**config.mk**
```make
export PLATFORM = sky130hd
export DESIGN_NAME = bus_arbiter
export DESIGN_NICKNAME = d
export VERILOG_FILES = /design/src/rtl/bus_arbiter.sv
export SDC_FILE = /design/constraint.sdc
export NUM_CORES = 1
export LEC_CHECK = 0
export BUFFER_PORTS_ARGS = -buffer_cell sky130_fd_sc_hd__buf_2
export CAP_MARGIN = 20
export CORE_AREA = 2 2 87 173
export DETAILED_ROUTE_END_ITERATION = 7
export DIE_AREA = 0 0 89 175
export PLACE_DENSITY = 0.76
export RECOVER_POWER = 25
export SLEW_MARGIN = 0
export SYNTH_ARGS = -nofsm -noshare
export SYNTH_HDL_FRONTEND = slang
export SYNTH_SLANG_ARGS = --single-unit
```
**constraint.sdc**
```tcl
create_clock -name clk -period 1.5 [get_ports clk]
set_input_delay 0.075 -clock clk [delete_from_list [all_inputs] [get_ports clk]]
set_output_delay 0.075 -clock clk [all_outputs]
set_load 0.02 [all_outputs]
```
**src/rtl/bus_arbiter.sv**
```systemverilog
// bus_arbiter: shares one memory bus between the instruction-fetch port and
// the data load/store port. A single registered FSM grants one requester at a
// time, issues a one-cycle read/write strobe, waits for the bus to go idle,
// returns the captured data with a one-cycle ready pulse and aborts stuck
// transfers with a watchdog.
module bus_arbiter (
   input  logic        clk,
   input  logic        nRST,
   input  logic        imemRead,
   input  logic [31:0] imemAddr,
   input  logic        dmemRead,
   input  logic        dmemWrite,
   input  logic [31:0] dmemAddr,
   input  logic [31:0] dmemStore,
   input  logic        busy_o,
   input  logic [31:0] bus_rdata,
   output logic [31:0] adr_o,
   output logic [31:0] dat_o,
   output logic        read_o,
   output logic        write_o,
   output logic [31:0] instr,
   output logic [31:0] dmemLoad,
   output logic        iready,
   output logic        dready,
   output logic        err
);

   typedef enum logic [2:0] {
      IDLE  = 3'd0,
      IREQ  = 3'd1,
      DREQ  = 3'd2,
      IWAIT = 3'd3,
      DWAIT = 3'd4,
      DONE  = 3'd5
   } state_t;

   // Encoding of the grant history bit
   localparam logic FETCH = 1'b0;
   localparam logic DATA  = 1'b1;

   // Watchdog abort point: the 255th busy cycle spent waiting
   localparam logic [7:0] WD_LAST = 8'd254;

   state_t     state_reg;
   logic       last_grant_reg;   // who won the previous arbitration
   logic [7:0] wd_cnt_reg;       // busy cycles seen in the current WAIT
   logic       dir_read_reg;     // latched direction of the data access

   logic       data_req;
   logic       data_first;

   // A data request wins unless data was granted last and a fetch is waiting,
   // so neither port can starve the other when both are held high.
   assign data_req   = dmemRead | dmemWrite;
   assign data_first = data_req && !((last_grant_reg == DATA) && imemRead);

   // Arbitration FSM; every output is a register updated on the transition
   always_ff @(posedge clk or negedge nRST) begin
      if (!nRST) begin
         state_reg      <= IDLE;
         last_grant_reg <= FETCH;
         wd_cnt_reg     <= 8'd0;
         dir_read_reg   <= 1'b0;
         adr_o          <= 32'd0;
         dat_o          <= 32'd0;
         read_o         <= 1'b0;
         write_o        <= 1'b0;
         instr          <= 32'd0;
         dmemLoad       <= 32'd0;
         iready         <= 1'b0;
         dready         <= 1'b0;
         err            <= 1'b0;
      end else begin
         // completion pulses last exactly one cycle
         iready <= 1'b0;
         dready <= 1'b0;
         err    <= 1'b0;

         case (state_reg)
            IDLE: begin
               if (data_first) begin
                  // latch the whole data request; read wins if both are set
                  state_reg      <= DREQ;
                  last_grant_reg <= DATA;
                  adr_o          <= dmemAddr;
                  dat_o          <= dmemStore;
                  dir_read_reg   <= dmemRead;
                  read_o         <= dmemRead;
                  write_o        <= dmemWrite & ~dmemRead;
               end else if (imemRead) begin
                  state_reg      <= IREQ;
                  last_grant_reg <= FETCH;
                  adr_o          <= imemAddr;
                  read_o         <= 1'b1;
                  write_o        <= 1'b0;
               end
            end

            IREQ: begin
               // strobe is a single cycle; the watchdog restarts for the wait
               read_o     <= 1'b0;
               write_o    <= 1'b0;
               wd_cnt_reg <= 8'd0;
               state_reg  <= IWAIT;
            end

            DREQ: begin
               read_o     <= 1'b0;
               write_o    <= 1'b0;
               wd_cnt_reg <= 8'd0;
               state_reg  <= DWAIT;
            end

            IWAIT: begin
               if (!busy_o) begin
                  instr     <= bus_rdata;
                  iready    <= 1'b1;
                  state_reg <= DONE;
               end else begin
                  wd_cnt_reg <= wd_cnt_reg + 8'd1;
                  if (wd_cnt_reg == WD_LAST) begin
                     // give up: no data captured, no ready pulse
                     err       <= 1'b1;
                     state_reg <= IDLE;
                  end
               end
            end

            DWAIT: begin
               if (!busy_o) begin
                  if (dir_read_reg) begin
                     dmemLoad <= bus_rdata;
                  end
                  dready    <= 1'b1;
                  state_reg <= DONE;
               end else begin
                  wd_cnt_reg <= wd_cnt_reg + 8'd1;
                  if (wd_cnt_reg == WD_LAST) begin
                     err       <= 1'b1;
                     state_reg <= IDLE;
                  end
               end
            end

            DONE: begin
               // ignore requests for one cycle so a request still held high
               // during the ready pulse is not granted a second time at once
               state_reg <= IDLE;
            end

            default: begin
               state_reg <= IDLE;
            end
         endcase
      end
   end

`ifndef SYNTHESIS
   logic pulse_q;

   // Simulation guard: completion pulses never overlap and never repeat back to back
   always_ff @(posedge clk or negedge nRST) begin
      if (!nRST) begin
         pulse_q <= 1'b0;
      end else begin
         pulse_q <= iready | dready | err;
         assert ($onehot0({iready, dready, err}))
            else $error("bus_arbiter: overlapping completion pulses");
         assert (!(pulse_q && (iready | dready | err)))
            else $error("bus_arbiter: completion pulse on consecutive cycles");
      end
   end
`endif

endmodule
```
# --- After elaboration in Yosys (flattened, before gate mapping) ---
# Index checks and enable logic that the tools add are counted.
# Widths: inputs -> output; s select.
totals:
  input_bits: 134
  reg_bits: 146
  elab_cells: 64
  out_inout_bits: 133
classes:
  bitwise_logic: 4
  eq_ne: 8
  add_sub_neg: 1
  reduce_logical: 16
  mux: 22
ops:
  columns: ["op", "n"]
  rows:
  - ["$mux 32", 2]
  - ["$pmux 8 s2", 1]
  - ["$mux 3", 4]
  - ["$pmux 3 s4", 1]
  - ["$reduce_and 2->1", 6]
  - ["$mux 1", 11]
  - ["$add 8x1->8 const B", 1]
  - ["$eq 8x8->1 const B", 1]
  - ["$mux 8", 1]
  - ["$eq 3x2->1 const B", 2]
  - ["$reduce_bool 2->1", 3]
  - ["$pmux 1 s2", 2]
  - ["$reduce_or 2->1", 2]
  - ["$eq 3x1->1 const B", 1]
  - ["$eq 3x3->1 const B", 1]
  - ["$logic_not 3->1", 1]
  - ["$ne 3x2->1 const B", 1]
  - ["$ne 3x3->1 const B", 1]
  - ["$reduce_and 3->1", 1]
  - ["$logic_and 1x1->1", 2]
  - ["$ne 2x1->1 const B", 1]
  - ["$not 1->1", 2]
  - ["$and 1x1->1", 1]
  - ["$logic_not 1->1", 1]
  - ["$or 1x1->1", 1]

# --- Longest topological paths before layout ---
# Gate-level depths: netlist of run 1.
logic_depth:
  depth_word: 5
  ltp_mapped: 6

# --- Worst setup path after synthesis of run 1 ---
# No wires, ideal clock.
synth_timing:
  path_kind: "reg-to-reg"
  from: "reg state_reg[0]"
  to: "reg wd_cnt_reg[3]"
  path_stages_with_launch: 6
  t_required_ps: 1382
  arrival_ps: 1515
  slack_ps: -133
  setup_time_ps: 118
  cell_sequence: "dfrtp_1 -> clkbuf_8 -> and3b_2 -> o21ai_2 -> mux2_2 -> a21o_1"
synth_via:
  elab_chain_len: 4
synth_rtl:
  columns: ["item", "line", "rtl"]
  rows:
  - ["start: declaration", "44", "state_t state_reg;"]
  - ["start signal: assignment", "60", "state_reg <= IDLE;"]
  - ["start signal: assignment", "83", "state_reg <= DREQ;"]
  - ["start signal: assignment", "91", "state_reg <= IREQ;"]
  - ["$eq 3x3->1, or another cell as far along", "79", "case (state_reg)"]
  - ["$reduce_or 2->1 (no line)", null, null]
  - ["$ne 2x1->1 (no line) or $reduce_bool 2->1 (tied branches)", null, null]
  - ["$reduce_and 2->1 (no line)", null, null]
  - ["end signal: assignment", "120", "wd_cnt_reg <= wd_cnt_reg + 8'd1;"]
  - ["end signal: assignment", "137", "wd_cnt_reg <= wd_cnt_reg + 8'd1;"]
  - ["end: declaration", "46", "logic [7:0] wd_cnt_reg;"]
# Several ways; a longest one is shown, not always the timed one.
# A chain may end at the register's enable or synchronous reset.

# --- Final worst setup path of run 1 ---
layout_timing:
  from: "reg state_reg[2]"
  to: "reg adr_o[14]"
layout_via:
  elab_chain_len: 2
layout_rtl:
  columns: ["item", "line", "rtl"]
  rows:
  - ["$logic_not 3->1", "79", null]
  - ["$reduce_and 2->1 (no line)", null, null]
  - ["end signal: assignment", "85", "adr_o <= dmemAddr;"]
  - ["end signal: assignment", "93", "adr_o <= imemAddr;"]
  - ["end: declaration", "17", "output logic [31:0] adr_o,"]
# No other way between the ends.

==> results of run 1 <==
==> worst min-delay path: stages <==
cell	delay [ns]
buf_2	0.08
mux2i_1	0.09
a21oi_1	0.16
==> area by class of cell <==
cell class / count / share of cell area
flip-flops and latches: 146 / 0.366
repair buffers: 432 / 0.309
well taps: 192 / 0.0241
clock inverters: 7 / 0.00627
diodes: 2 / 0.000502
inverters: 5 / 0.00188
multi-input cells: 262 / 0.246
clock buffers: 21 / 0.0461
==> kinds of logic (layout without fill, tap and decap cells) <==
logic type / Yosys count / count (layout)
AOI/OAI and AO/OA: 62 / 62
other: 0 / 2
muxes: 132 / 132
and+or+nand+nor: 65 / 65
adders and majority gates: 2 / 2
xor gates and xnor gates: 1 / 1
buffers and inverters: 32 / 465
DFF: 146 / 146
==> layer usage <==
layer / global-route usage / vias up
met3: 0.0661 / 101
met2: 0.474 / 343
met1: 0.269 / 2739
met5: 0 / -
met4: 0.157 / 0
li1: - / 2405
==> through the flow <==
stage	hold WS [ns]	std cells	power [uW]
2_1_floorplan	-0.221	440	12400
3_3_place_gp	0.0347	899	15200
3_5_place_dp	0.0374	899	15600
4_1_cts	0.00449	1061	20400
5_1_grt	0.0413	1066	22400
6_report	0.0349	1067	21400
==> repair_timing <==
item	4_1_cts	5_1_grt
endpoints found under the setup margin	134	143
resized for setup	33	40
buffers inserted	10	2
pin swaps	6	5
hold buffers	122	0
cloned	2	3
endpoints found under the hold margin	261	0
==> power groups by stage <==
stage	clock network (uW)	logic, uW	registers [uW]
after floorplan	0	3420	8960
after global placement	0	8430	6780
after detailed placement	0	8720	6900
after CTS	3900	9600	6860
after global routing	4090	11100	7220
final	3870	10500	7050
==> final timing paths <==
kind | from | to | slack, ns
worst max-delay path | state_reg[2] | adr_o[14] | -0.15
worst min-delay path | imemAddr[0] | adr_o[0] | 0.03
worst max register to register | state_reg[2] | adr_o[14] | -0.15
worst min register to register | instr[9] | instr[9] | 0.50
max in group asynchronous | nRST | dmemLoad[8] | 0.16
min in group asynchronous | nRST | adr_o[24] | 0.42
==> layout by cell type, fill, tap and decap left out, types with 3 or more instances in the layout <==
cell           synthesis  routed
nand3_1                5       5
a21o_1                 5       5
nor2_4                 0       4
nand2_1                6       6
buf_2                 17     265
buf_6                  3       8
dlygate4sd3_1          0     122
o311ai_2               0       3
mux2i_1               35      34
a211oi_1               3       3
clkinv_2               0       5
clkbuf_16              0      20
inv_1                  5       5
nor2_2                 0       4
a21oi_2                0       8
mux2_4                 0      18
buf_12                 0       8
nor3_1                 4       3
dfrtp_1              146     144
a21oi_1               34      26
o21ai_0                7       4
buf_4                  4      23
nor2_1                36      28
mux2_2                97      79
==> cell usage after synthesis, drive strengths merged (2+ instances only) <==
cell type | n | area share
dfrtp | 146 | 0.61
mux2 | 97 | 0.18
nor2 | 36 | 0.022
mux2i | 35 | 0.058
a21oi | 34 | 0.028
buf | 24 | 0.025
o21ai | 8 | 0.0073
nand2 | 7 | 0.0048
a21o | 5 | 0.0062
inv | 5 | 0.0031
nand3 | 5 | 0.0041
nor3 | 4 | 0.0033
a211oi | 3 | 0.0037
clkbuf | 3 | 0.0052
nand2b | 3 | 0.0031
nor2b | 3 | 0.0031
nor3b | 3 | 0.0056
o311ai | 3 | 0.0044
o41ai | 3 | 0.0044
ha | 2 | 0.0041
o2bb2ai | 2 | 0.0029
==> reports/qor.txt, run 1 <==
Highest Signal Layer -> met4
outcome -> finished, violations left
pwr dens -> 2140 nW/um^2
drt total wl -> 21700 um
Tcrit/Tclk final -> 1.10
Final Util -> 0.699
Worst Path Buf+Inv -> 2
synthesized flop and latch total -> 146
Max VDD drop -> 0.00131 V
Worst-Margin Slew -> 1.15 ns
Max-cap violations -> 0
row count -> 62
DIE WIDTH -> 89 um
crit-path max FO -> 22
total internal power -> 12800 uW
syn_area_per_cell -> 13.7 um^2
combinational family with the most area after synthesis -> multiplexers
CP endpoint kind -> register
cells after synthesis -> 440
Final Setup Violations -> 132
Total GRT Usage -> 0.266
Via density -> 5.24
CTS tree -> done
Post-Synth XOR/XNOR Area -> 0.00145
RSZ-0062 raised after global routing -> true
DRC Markers -> 0
H-tree Lvls -> 4
Post-DP Area -> 7780 um^2
Sw Share -> 0.402
total gr overflow -> 0
Fin. Hold Viols -> 0
worst setup margin -> -0.145 ns
fin crit period -> 1.65 ns
Syn Nets -> 576
via count -> 5588
share of layout cells above drive strength 1 -> 0.541
clk sink count -> 146
Post-synth ARST share -> 1.00
WP data arrival -> 1.96 ns
sequential area share after synthesis -> 0.606
area of the multi-input gates -> 2450 um^2
worst reg-to-reg path cell count -> 6
kind of cell adding the most delay to the critical path -> simple AND/OR/NAND/NOR gates
Adder-Cell Fraction of Synth Area -> 0.00415
antenna-violating nets left -> 0
Clock Skew -> 0.00645 ns
initial drt markers -> 285
pin count of the biggest net entering global routing -> 46
nets -> 1000
Slowest cell on crit path -> dfrtp_2
Yosys cell types -> 36
fill count -> 932
met2 WL post-DR -> 11800 um
Critical Path RT -> 1.81 ns
mux contribution to synthesized area -> 0.239
setup slack at placement -> -0.181 ns
Storage cell area -> 3660 um^2
fmax -> 608 MHz
Sw Pwr -> 8600 uW
antenna violations before repair -> 1
Syn Std Cell Area -> 6030 um^2
post-route cell area -> 9980 um^2
Die Span Y -> 175 um
Crit Path Class -> register to register
CORE AREA -> 14300 um^2
failing checks -> setup timing
Syn-to-layout area delta -> 65.4%
routability cong. -> 0.840
Clk pwr share -> 0.181
critical path, cell by cell -> nor3_2 > buf_4 > nor2b_4 > buf_12 > nor2_1 > a21oi_1
Port Buffer Count -> 266
vias in the first global route -> 6184
simple-gate share of the synthesized area -> 0.0546
sequential share of power -> 0.329
leakage -> 0.00486 uW
CTS Buffer Depth -> 2
combinational share of power -> 0.490
Worst path max stage delay -> 0.46 ns
slew margin rel. -> 0.232
Fin Setup TNS -> -9.29 ns
Reg clk slew, reported paths -> 0.06 ns
Ys Warns -> 0
Max Slew Vio Count -> 0
CP Depth -> 6
drt pass-1 iters -> 5
TritonCTS Buffers -> 17
wl on met1 -> 7240 um
Root Buffer -> clkbuf_16
WL met3 -> 1460 um
die area -> 15600 um^2
first-pass GRT wire length -> 31500 um
hold crit path type -> input pin to register
main flop type after synthesis -> dfrtp_1
CP startpoint kind -> register
I/O pin total -> 267
worst skew pair latency -> 0.41 ns
number of synthesized flops with an enable pin -> 0
worst hold path depth -> 3
initial core utilization -> 0.423
wire length per cell -> 20.4 um
complex-gate fraction of the synthesized area -> 0.0620
post-DP HPWL -> 11600 um
Power figures use the tool's default switching activity.
==> run 2: changes to the inputs <==
==> config.mk (replaced) <==
export PLATFORM = sky130hd
export DESIGN_NAME = bus_arbiter
export DESIGN_NICKNAME = d
export VERILOG_FILES = /design/src/rtl/bus_arbiter.sv
export SDC_FILE = /design/constraint.sdc
export NUM_CORES = 1
export LEC_CHECK = 0
export CAP_MARGIN = 20
export CORE_AREA = 2 2 85 169
export DETAILED_ROUTE_END_ITERATION = 7
export DIE_AREA = 0 0 87 171
export DONT_BUFFER_PORTS = 1
export RECOVER_POWER = 25
export SLEW_MARGIN = 0
export SYNTH_ARGS = -nofsm -noshare
export SYNTH_HDL_FRONTEND = slang
export SYNTH_SLANG_ARGS = --single-unit
==> reports/qor.txt, run 2 <==
post-DP HPWL -> 8420 um
I/O pin total -> 267
Post-DP Area -> 6310 um^2
cells after synthesis -> 440
main flop type after synthesis -> dfrtp_1
Yosys top cell area share -> 0.606
Root Buffer -> clkbuf_16
Ys Warns -> 0
initial core utilization -> 0.442
Yosys cell types -> 36
most numerous cell in the Yosys netlist -> dfrtp_1
post-CTS setup buffer count -> 8
outcome -> aborted with a tool error
Halt Reason -> [ERROR RSZ-0060] Max buffer count reached.
clk sink count -> 146
main area contributors after synthesis -> dfrtp_1, mux2_2, mux2i_1
H-tree Lvls -> 4
routability cong. -> 0.765
Syn Std Cell Area -> 6030 um^2
number of synthesized flops with an enable pin -> 0
Die Span Y -> 171 um
cts hold-fix bufs -> 127
Yosys top cell by area -> dfrtp_1
post_cts resized -> 24
synth cell count leaders -> dfrtp_1, mux2_2, nor2_1
Stop stage -> 4_1_cts
sequential area share after synthesis -> 0.606
Port Buffer Count -> 0
syn_area_per_cell -> 13.7 um^2
TritonCTS Buffers -> 17
Syn Nets -> 576
synthesized flop and latch total -> 146
Post-synth ARST share -> 1.00
row count -> 61
DIE WIDTH -> 87 um
CTS Buffer Depth -> 2
==> run 2: cell counts after synthesis <==
No cell type changed its count.
==> run 2: kinds of logic after synthesis <==
| group | Yosys count | synth area share |
|---|---|---|
| xor gates and xnor gates | 1 | 0.00145 |
| buffers and inverters | 32 | 0.0330 |
| AOI/OAI and AO/OA | 62 | 0.0620 |
| and+or+nand+nor | 65 | 0.0546 |
| adders and majority gates | 2 | 0.00415 |
| DFF | 146 | 0.606 |
| muxes | 132 | 0.239 |
==> run 2: through the flow <==
stage,TNS (ns),setup WS (ns),cells
after floorplan,-1.83,-0.0643,440
after detailed placement,-12.72,-0.198,592
after global placement,-12.25,-0.120,592
==> run 3: changes to the inputs <==
--- a/config.mk
+++ b/config.mk
@@ -6,10 +6,11 @@
 export NUM_CORES = 1
 export LEC_CHECK = 0
 export CAP_MARGIN = 20
-export CORE_AREA = 2 2 85 169
+export CORE_AREA = 2 2 145 147
 export DETAILED_ROUTE_END_ITERATION = 7
-export DIE_AREA = 0 0 87 171
+export DIE_AREA = 0 0 147 149
 export DONT_BUFFER_PORTS = 1
+export PLACE_DENSITY_LB_ADDON = 0.15
 export RECOVER_POWER = 25
 export SLEW_MARGIN = 0
 export SYNTH_ARGS = -nofsm -noshare
==> constraint.sdc (replaced) <==
create_clock -name clk -period 1.95 [get_ports clk]
set_input_delay 0.0975 -clock clk [delete_from_list [all_inputs] [get_ports clk]]
set_output_delay 0.0975 -clock clk [all_outputs]
set_load 0.02 [all_outputs]
==> reports/qor.txt, run 3 (synthesized netlist as in run 1, its figures left out) <==
outcome -> finished, violations left
failing checks -> hold timing
cts hold-fix bufs -> 130
I/O pin total -> 267
first-pass GRT wire length -> 22700 um
share of layout cells above drive strength 1 -> 0.250
Max VDD drop -> 0.000591 V
Die Span Y -> 149 um
CP startpoint kind -> register
wire length per cell -> 17.1 um
Crit Reg-Reg Startpoint -> last_grant_reg
hold crit path type -> input pin to asynchronous set/reset pin
Port Buffer Count -> 0
Tcrit/Tclk final -> 0.951
antenna-violating nets left -> 0
CTS Buffer Depth -> 2
clk sink count -> 146
crit-path max FO -> 24
antenna violations before repair -> 0
row count -> 53
nets -> 708
initial drt markers -> 173
crit path from -> last_grant_reg
Worst-Margin Slew -> 0.441 ns
DRC Markers -> 0
post-DP HPWL -> 9080 um
TritonCTS Buffers -> 17
leakage -> 0.00352 uW
commonest cells after routing, fill and taps aside -> dfrtp_1, dlygate4sd3_1, mux2_2
pwr dens -> 1680 nW/um^2
fill count -> 1934
H-tree Lvls -> 4
via count -> 3975
Fin Setup TNS -> 0 ns
post-CTS setup buffer count -> 0
worst skew pair latency -> 0.42 ns
Clock Skew -> 0.0118 ns
total gr overflow -> 0
CP endpoint kind -> register
worst reg-to-reg path cell count -> 5
critical path, cell by cell -> o2bb2ai_4 > buf_6 > mux2i_1 > dlygate4sd3_1 > a21oi_1
Worst path max stage delay -> 0.58 ns
Hold Slack -> -0.624 ns
DIE WIDTH -> 147 um
worst setup path end -> adr_o[20]
initial core utilization -> 0.293
Total GRT Usage -> 0.133
routability cong. -> 0.723
Root Buffer -> clkbuf_16
Crit Path Class -> register to register
Syn-to-layout area delta -> 36.5%
CORE AREA -> 20600 um^2
Max Slew Vio Count -> 0
slew margin rel. -> 0.706
CTS tree -> done
Antenna Cells -> 0
fin crit period -> 1.85 ns
Slowest cell on crit path -> dlygate4sd3_1
Reg clk slew, reported paths -> 0.07 ns
pin count of the biggest net entering global routing -> 147
fmax -> 539 MHz
RSZ-0062 raised after global routing -> false
most common cell after layout, fill and taps aside -> dfrtp_1
Max-cap violations -> 0
die area -> 21900 um^2
drt pass-1 iters -> 4
RR Endpoint -> adr_o[20]
FF-to-FF setup slack -> 0.1 ns
vias in the first global route -> 4275
Final Setup Violations -> 0
drt total wl -> 14700 um
WP data arrival -> 2.15 ns
Via density -> 4.63
Critical Path RT -> 2.25 ns
Fin. Hold Viols -> 146
## run 3: layout make-up
type | count | area (um^2) | share of cell area
clock buffers | 18 | 439 | 0.0534
clock inverters | 13 | 151 | 0.0184
inverters | 5 | 18.8 | 0.00228
multi-input cells | 262 | 2210 | 0.268
flip-flops and latches | 146 | 3650 | 0.444
well taps | 275 | 344 | 0.0418
repair buffers | 140 | 1420 | 0.172
## run 3: report_power, final
part,switching [uW],total (uW),internal (uW)
clock network,1320,3250,1930
logic,1370,3260,1900
registers,2830,7300,4470
## run 3: layer usage
layer  vias to the layer above  global-route usage  part of all wire
met1                      1922               0.149              0.40
met5                         -                   0                 0
li1                       1828                   -                 -
met4                         0              0.0548             0.019
met2                       204               0.222              0.48
met3                        21              0.0599              0.10
## run 3: how the worst min path moves through the flow
| stage | start | to | slack (ns) |
|---|---|---|---|
| after global routing | nRST | dmemLoad[30] | -0.65 |
| final | nRST | dmemLoad[30] | -0.62 |
| after global placement | nRST | dmemLoad[30] | -0.19 |
| after CTS | nRST | adr_o[20] | -0.66 |
| after floorplan | nRST | adr_o[0] | -0.20 |
| after detailed placement | nRST | dmemLoad[30] | -0.19 |
## run 3: what timing repair did
item                                    4_1_cts  5_1_grt
resized for setup                             0        2
endpoints found under the setup margin        0       21
endpoints found under the hold margin       281      146
## run 3: through the flow
stage | utilization | instance area, um^2 | power (uW) | instances | worst slack [ns]
floorplan | - | 6030 | 9500 | 440 | 0.317
global placement | 0.308 | 6330 | 10200 | 698 | 0.185
detailed placement | 0.308 | 6330 | 10300 | 698 | 0.159
CTS | 0.400 | 8230 | 14000 | 859 | 0.0502
global route | 0.400 | 8230 | 14600 | 859 | 0.000245
finish | 0.400 | 8230 | 13800 | 859 | 0.0961
## run 3: critical path, delay by kind of cell, from the launching register on
family	cells	cell delay, ns
buffers and inverters	2	0.89
DFF	1	0.38
muxes	1	0.24
AOI/OAI and AO/OA	2	0.22
